$ cat config.mk
export PLATFORM = sky130hd
export DESIGN_NAME = fhn_stim_sequencer
export DESIGN_NICKNAME = d
export VERILOG_FILES = /design/src/rtl/fhn_stim_sequencer.sv
export SDC_FILE = /design/constraint.sdc
export NUM_CORES = 1
export LEC_CHECK = 0
export ABC_AREA = 1
export CORE_MARGIN = 5
export CORE_UTILIZATION = 30
export DETAILED_ROUTE_END_ITERATION = 10
export PLACE_DENSITY = 0.48
export SLEW_MARGIN = 20
export SYNTH_ARGS = -nofsm -noshare
export SYNTH_HDL_FRONTEND = slang
export SYNTH_SLANG_ARGS = --single-unit
$ cat constraint.sdc
create_clock -name clk -period 12.81 [get_ports clk]
set_input_delay 1.9215 -clock clk [delete_from_list [all_inputs] [get_ports clk]]
set_output_delay 1.9215 -clock clk [all_outputs]
set_load 0.1 [all_outputs]
$ cat src/rtl/fhn_stim_sequencer.sv
// Phase-table stimulus sequencer for the FHN neuron core: resets the core, steps through
// programmed (amplitude, duration) phases and counts v-spikes per phase with hysteresis.
module fhn_stim_sequencer #(
    parameter int DATA_W     = 16,
    parameter int FRC_BITS   = 12,
    parameter int N_PHASES   = 8,
    parameter int DUR_W      = 16,
    parameter int CNT_W      = 12,
    parameter int SETTLE_CYC = 10,
    parameter logic signed [DATA_W-1:0] V_HI = $signed(DATA_W'(1) << FRC_BITS),
    parameter logic signed [DATA_W-1:0] V_LO = $signed(DATA_W'(0))
) (
    input  logic                          clk,
    input  logic                          rst,
    input  logic                          cfg_we,
    input  logic [$clog2(N_PHASES)-1:0]   cfg_addr,
    input  logic signed [DATA_W-1:0]      cfg_amp,
    input  logic [DUR_W-1:0]              cfg_dur,
    input  logic                          cfg_last,
    input  logic                          start,
    input  logic                          abort,
    input  logic signed [DATA_W-1:0]      v_in,
    output logic signed [DATA_W-1:0]      i_stim,
    output logic                          core_rst,
    output logic                          busy,
    output logic [$clog2(N_PHASES)-1:0]   phase_idx,
    output logic                          done,
    output logic                          spike,
    input  logic [$clog2(N_PHASES)-1:0]   rd_addr,
    output logic [CNT_W-1:0]              rd_count
);
    localparam int AW = $clog2(N_PHASES);
    localparam int SW = $clog2(SETTLE_CYC + 1);

    typedef enum logic [1:0] {IDLE, SETTLE, RUN, FIN} state_t;

    state_t                     state_r;
    logic signed [DATA_W-1:0]   amp_r   [N_PHASES];
    logic [DUR_W-1:0]           dur_r   [N_PHASES];
    logic [N_PHASES-1:0]        last_r;
    logic [CNT_W-1:0]           count_r [N_PHASES];
    logic [SW-1:0]              settle_cnt_r;
    logic [DUR_W-1:0]           dur_cnt_r;
    logic                       armed_r;
    logic [AW-1:0]              nxt_idx_s;

    // A programmed duration of zero still occupies one cycle.
    function automatic logic [DUR_W-1:0] eff_dur(input logic [DUR_W-1:0] d);
        return (d == '0) ? DUR_W'(1) : d;
    endfunction

    assign nxt_idx_s = phase_idx + AW'(1);

    // Sequencer FSM, phase table, spike detector and per-phase counters.
    always_ff @(posedge clk or posedge rst) begin
        if (rst) begin
            state_r      <= IDLE;
            i_stim       <= '0;
            core_rst     <= 1'b0;
            busy         <= 1'b0;
            phase_idx    <= '0;
            done         <= 1'b0;
            spike        <= 1'b0;
            armed_r      <= 1'b1;
            settle_cnt_r <= '0;
            dur_cnt_r    <= '0;
            last_r       <= '0;
            for (int i = 0; i < N_PHASES; i++) begin
                amp_r[i]   <= '0;
                dur_r[i]   <= '0;
                count_r[i] <= '0;
            end
        end else begin
            done  <= 1'b0;
            spike <= 1'b0;
            if (cfg_we && !busy) begin
                amp_r[cfg_addr]  <= cfg_amp;
                dur_r[cfg_addr]  <= cfg_dur;
                last_r[cfg_addr] <= cfg_last;
            end
            case (state_r)
                IDLE: begin
                    if (start && !abort) begin
                        state_r      <= SETTLE;
                        core_rst     <= 1'b1;
                        i_stim       <= '0;
                        busy         <= 1'b1;
                        phase_idx    <= '0;
                        settle_cnt_r <= SW'(SETTLE_CYC);
                        for (int i = 0; i < N_PHASES; i++) count_r[i] <= '0;
                    end
                end
                SETTLE: begin
                    if (abort) begin
                        state_r  <= IDLE;
                        i_stim   <= '0;
                        core_rst <= 1'b0;
                        busy     <= 1'b0;
                    end else if (settle_cnt_r == SW'(1)) begin
                        state_r   <= RUN;
                        phase_idx <= '0;
                        i_stim    <= amp_r[0];
                        dur_cnt_r <= eff_dur(dur_r[0]);
                        core_rst  <= 1'b0;
                        armed_r   <= 1'b1;
                    end else begin
                        settle_cnt_r <= settle_cnt_r - SW'(1);
                    end
                end
                RUN: begin
                    if (abort) begin
                        state_r  <= IDLE;
                        i_stim   <= '0;
                        core_rst <= 1'b0;
                        busy     <= 1'b0;
                    end else begin
                        // Spike credit uses the current index, so last-cycle spikes stay in-phase.
                        if (armed_r && (v_in >= V_HI)) begin
                            spike   <= 1'b1;
                            armed_r <= 1'b0;
                            if (count_r[phase_idx] != '1)
                                count_r[phase_idx] <= count_r[phase_idx] + CNT_W'(1);
                        end else if (!armed_r && (v_in <= V_LO)) begin
                            armed_r <= 1'b1;
                        end
                        if (dur_cnt_r == DUR_W'(1)) begin
                            if (last_r[phase_idx] || (phase_idx == AW'(N_PHASES - 1))) begin
                                state_r <= FIN;
                                i_stim  <= '0;
                                busy    <= 1'b0;
                                done    <= 1'b1;
                            end else begin
                                phase_idx <= nxt_idx_s;
                                i_stim    <= amp_r[nxt_idx_s];
                                dur_cnt_r <= eff_dur(dur_r[nxt_idx_s]);
                            end
                        end else begin
                            dur_cnt_r <= dur_cnt_r - DUR_W'(1);
                        end
                    end
                end
                FIN: begin
                    state_r  <= IDLE;
                    i_stim   <= '0;
                    core_rst <= 1'b0;
                    busy     <= 1'b0;
                end
                default: begin
                    state_r  <= IDLE;
                    i_stim   <= '0;
                    core_rst <= 1'b0;
                    busy     <= 1'b0;
                end
            endcase
        end
    end

    // Registered count readback; shows live counts while a run is in progress.
    always_ff @(posedge clk or posedge rst) begin
        if (rst) begin
            rd_count <= '0;
        end else begin
            rd_count <= count_r[rd_addr];
        end
    end
endmodule

-- Yosys cells after proc, flatten, opt, wreduce, memory -nomap -nowiden
Index checks and enable logic that the tools add are counted.
- bits in registers: 418
- input bits: 60
- output and inout port bits: 35
- word-level logic and storage cells: 189
- $add $sub $neg: 4
- order comparisons: 11
- eq/ne operators: 23
- muxes and demuxes: 84
- bitwise logic cells: 4
- reductions and logical operators: 27
- operators by type and width (cell ; number):
    96-bit 2-to-1 mux ; 4
    16-bit 2-to-1 mux ; 18
    128-bit bitwise mux ; 2
    96-bit one-hot mux with 2 select lines ; 1
    16-bit binary-select mux with 3-bit select ; 2
    96-bit bitwise mux ; 1
    12-bit binary-select mux with 3-bit select ; 2
    16-bit one-hot mux with 4 select lines ; 1
    12-bit 2-to-1 mux ; 5
    16-bit demux with 3-bit select ; 1
    12-bit demux with 3-bit select ; 1
    16-bit logical NOT ; 2
    16-bit one-hot mux with 2 select lines ; 1
    2-bit != test (second input constant) ; 11
    1-bit 2-to-1 mux ; 21
    3-bit 2-to-1 mux ; 6
    16-bit by 1-bit == test with 1-bit output (second input constant) ; 1
    16-bit by 14-bit >= comparator with 1-bit output (second input constant) ; 1
    4-bit >= comparator (second input constant) ; 4
    16-bit by 1-bit <= comparator with 1-bit output (second input constant) ; 1
    3-bit NOT with 4-bit output ; 4
    16-bit by 1-bit subtractor with 16-bit output (second input constant) ; 1
    3-bit != test (second input constant) ; 5
    5-bit AND reduction ; 3
    other kinds (30) ; 54

-- Depth between registers and ports, before layout
- depth after elaboration: 11
- depth in mapped cells: 21
- depth with buffers taken out: 16

-- Least setup slack after synthesis
No wires, ideal clock.
- kind: input -> register
- start: input abort
- end: register count_r[13] (netlist name)
- setup time: 117 ps
- arrival: 3091 ps
- required time: 12693 ps
- slack: 9601 ps
- stages on the path: 7
- buffers on the path: 2
- cell sequence: inv_1 a21oi_1 clkinv_1 clkbuf_1 buf_1 nand4_1 nand2_1
- cells in the longest elaborated chain, start to end: 4
- elaborated cells on any way between the ends: 5
- classes of those cells: eq/ne (2); reduce/logical (3)
- ends and longest elaborated chain (item ; RTL line ; source):
    start: declaration ; 21 ; input logic abort,
    1-bit logical NOT ; 83 ; if (start && !abort) begin
    1-bit logical AND ; 83 ;
    2-bit != test (no source line) ; - ;
    5-bit AND reduction (no source line) * ; - ;
    end signal: indexed assignment ; 122 ; count_r[phase_idx] <= count_r[phase_idx] + CNT_W'(1);
    end: declaration ; 41 ; logic [CNT_W-1:0] count_r [N_PHASES];
Every way passes the cells marked *; elsewhere a longest branch is shown, timed or not.
A chain may end at the register's enable or synchronous reset.

-- Worst setup path in the final report
- start: register phase_idx[0]
- end: output phase_idx[0]
- RTL lines (item ; RTL line ; source):
    start: declaration ; 26 ; output logic [$clog2(N_PHASES)-1:0] phase_idx,
    start signal: assignment ; 133 ; phase_idx <= nxt_idx_s;
No word-level cell between the ends.

==> metrics <==
outcome=complete, no violations; max layer used=met4; CTS Buf Count=49; synthesized area=21400 sq um; post-synth cell types=43; Critical R2R Launch=phase_idx[0]; area of placed instances=23000 sq um; WP data required=10.89 ns; Die Wd=277 um; R2R setup slack=7.82 ns; Slowest-stage cell, CP=clkdlybuf4s50_1; Final Cycle Share=42.8%; CTS tree=yes; CP cell instances=buf_4 -> clkdlybuf4s50_1; final setup fails=0; initial antenna violation count=0; ranking of synthesized cells by area=dfrtp_1, nand2_1, o21ai_0; CTS Sinks=418; syn_area_per_cell=7.43 sq um; register area=10500 sq um; Boundary Pins=95; worst min path class=flop to flop; drt wl/cell=17.5 um; cell with the most instances after synthesis=nand2_1; post-route cell area=24500 sq um; Syn Nets=2955; Gate Count Post-Synth=2884; Final Util=34.5%; area leader, netlist=dfrtp_1; critical path class=flop to output pin; number of enable flip-flop cells after synthesis=0; Syn-to-layout area delta=14.5%; Core Region=71100 sq um; cts hold-fix bufs=0; clk_skew=0.0433 ns; number of port buffers=94; Final Max Tran Viols=0; Seq/Total Area, Yosys=48.8%; Overflow after GRT=0; Worst Setup SP=phase_idx[0]; post-synthesis async set-or-reset flop share=100%; startpoint type of the worst setup path=flop; setup TNS=0 ns; final wirelength=67600 um; largest net degree at the start of global routing=170; Yosys reg bits=418; filler instances=7580; Hold Fails Final Rpt=0; Worst Setup EP=phase_idx[0]; Slew headroom=26.4%; Iter 0 DRT Violations=1573; Rows=98; met2 wire len=32100 um; met1 wire length=31200 um; fin worst setup slack=7.33 ns; Placer Congestion=0.844; clock root cell=clkbuf_16; RSZ-0062 raised after global routing=no; H-tree levels=2; R2R cell count=18; Die Span Y=277 um; clock slew at reported path FFs=0.06 ns; clock buffer depth=3; Post-CTS Resized=0; diode count=0; All-Layer GR Usage=17.2%; power per cell area=224 nW/um^2; maxcap violations=0; highest clock rate=183 MHz; initial core utilization=30.1%; die area=76900 sq um; Total Power=5.49 mW; global-route wire length before repair=108000 um; most frequent cells after synthesis=nand2_1, dfrtp_1, o21ai_0, nor2_1, inv_1; residual DRC count=0; Final nets=2943; hpwl dp=41700 um; ys flop type=dfrtp_1; leakage power=11.8 nW; Met3 Wirelength=3210 um; post-synth top area share=48.7%; yosys warns=0; clk_lat worst skew=0.60 ns; TritonRoute pass-1 iters=6; Vias/cell=4.99; crit path max fanout=84; worst vdd ir=0.119 mV; fin crit period=5.48 ns; vias in the first global route=18.7k; Worst Max-Slew Pin Slew=1.10 ns; Final ANT Viol Nets=0; share of post-route cells with drive strength above 1=4.96%; Via Count=19.2k; setup bufs post-CTS=0; Critical Path AT=3.56 ns; pre-CTS WS=7.75 ns; Reg-to-Reg End=count_r[60]; CP Capture Type=output pin; multi-input logic area=9450 sq um; Slowest Stage Delay on Critical Path=1.29 ns
## logic make-up after synthesis
logic type	after synthesis	share of synthesized area (%)
buffers and inverters	367	7.27
flip-flops	418	48.8
AND/OR/NAND/NOR	1496	28.2
XOR/XNOR	16	0.689
AO/OA/AOI/OAI	576	14.4
adder cells (fa/ha/maj)	11	0.642
## worst max-delay path: cells and delay by family, from the launching register on
kind | cells | cell delay, ns
buf+inv | 2 | 2.10
flops | 1 | 0.79
## worst min path at each step
stage	cells after the start	slack, ns	end	start
final	2	0.47	count_r[44]	count_r[44]
after global routing	2	0.49	count_r[44]	count_r[44]
after CTS	2	0.47	count_r[44]	count_r[44]
after detailed placement	2	0.46	count_r[44]	count_r[44]
after floorplan	2	0.44	count_r[15]	count_r[15]
after global placement	2	0.46	count_r[44]	count_r[44]
## report_power, final
group / internal [mW] / switching [mW]
Sequential: 1.78 / 0.275
Clock: 0.780 / 0.571
Combinational: 0.635 / 1.45
Total: 3.19 / 2.30
## per-layer routing
metal	global-route usage, %	up-vias
met4	3.62	0
met2	28.9	468
met5	0	-
met1	23.6	9356
met3	2.55	74
li1	-	9315
## stage by stage
step                      instances  hold WS [ns]
after global routing           3854         0.488
after detailed placement       3770         0.458
after floorplan                2884         0.442
final                          3854         0.469
after global placement         3770         0.460
after CTS                      3853         0.472
## area by class of cell
cell class              instances  area share [%]
well taps                     950            4.84
flip-flops and latches        418            42.6
inverters                     177            2.74
repair buffers                127            4.98
multi-input cells            2099            38.5
clock inverters                 7           0.321
clock buffers                  76            5.94
## state kept, by name, summed over array words and instances, names as in the netlist, 2 cells and up
register,cells
dur_r,128
i_stim,16
amp_r,128
rd_count,12
dur_cnt_r,16
settle_cnt_r,4
phase_idx,3
state_r,2
count_r,96
last_r,8
## cell usage in the layout, fill, tap and decap left out, drive strengths merged, types with 2 or more instances in the layout
master and n:
clkinv 8, xor2 13, o31ai 4, o21ai 398, nor2 228, ha 11, inv 175, xnor2 3
nand2 1090, nand3 55, nand4 105, clkdlybuf4s50 94, nor4 10, nor3 5, clkbuf 76, buf 33
a21oi 106, o22ai 13, o211ai 16, a32o 16, dfrtp 417, a31oi 15, o311ai 2
No activity file was read; power rests on OpenSTA's default activity.
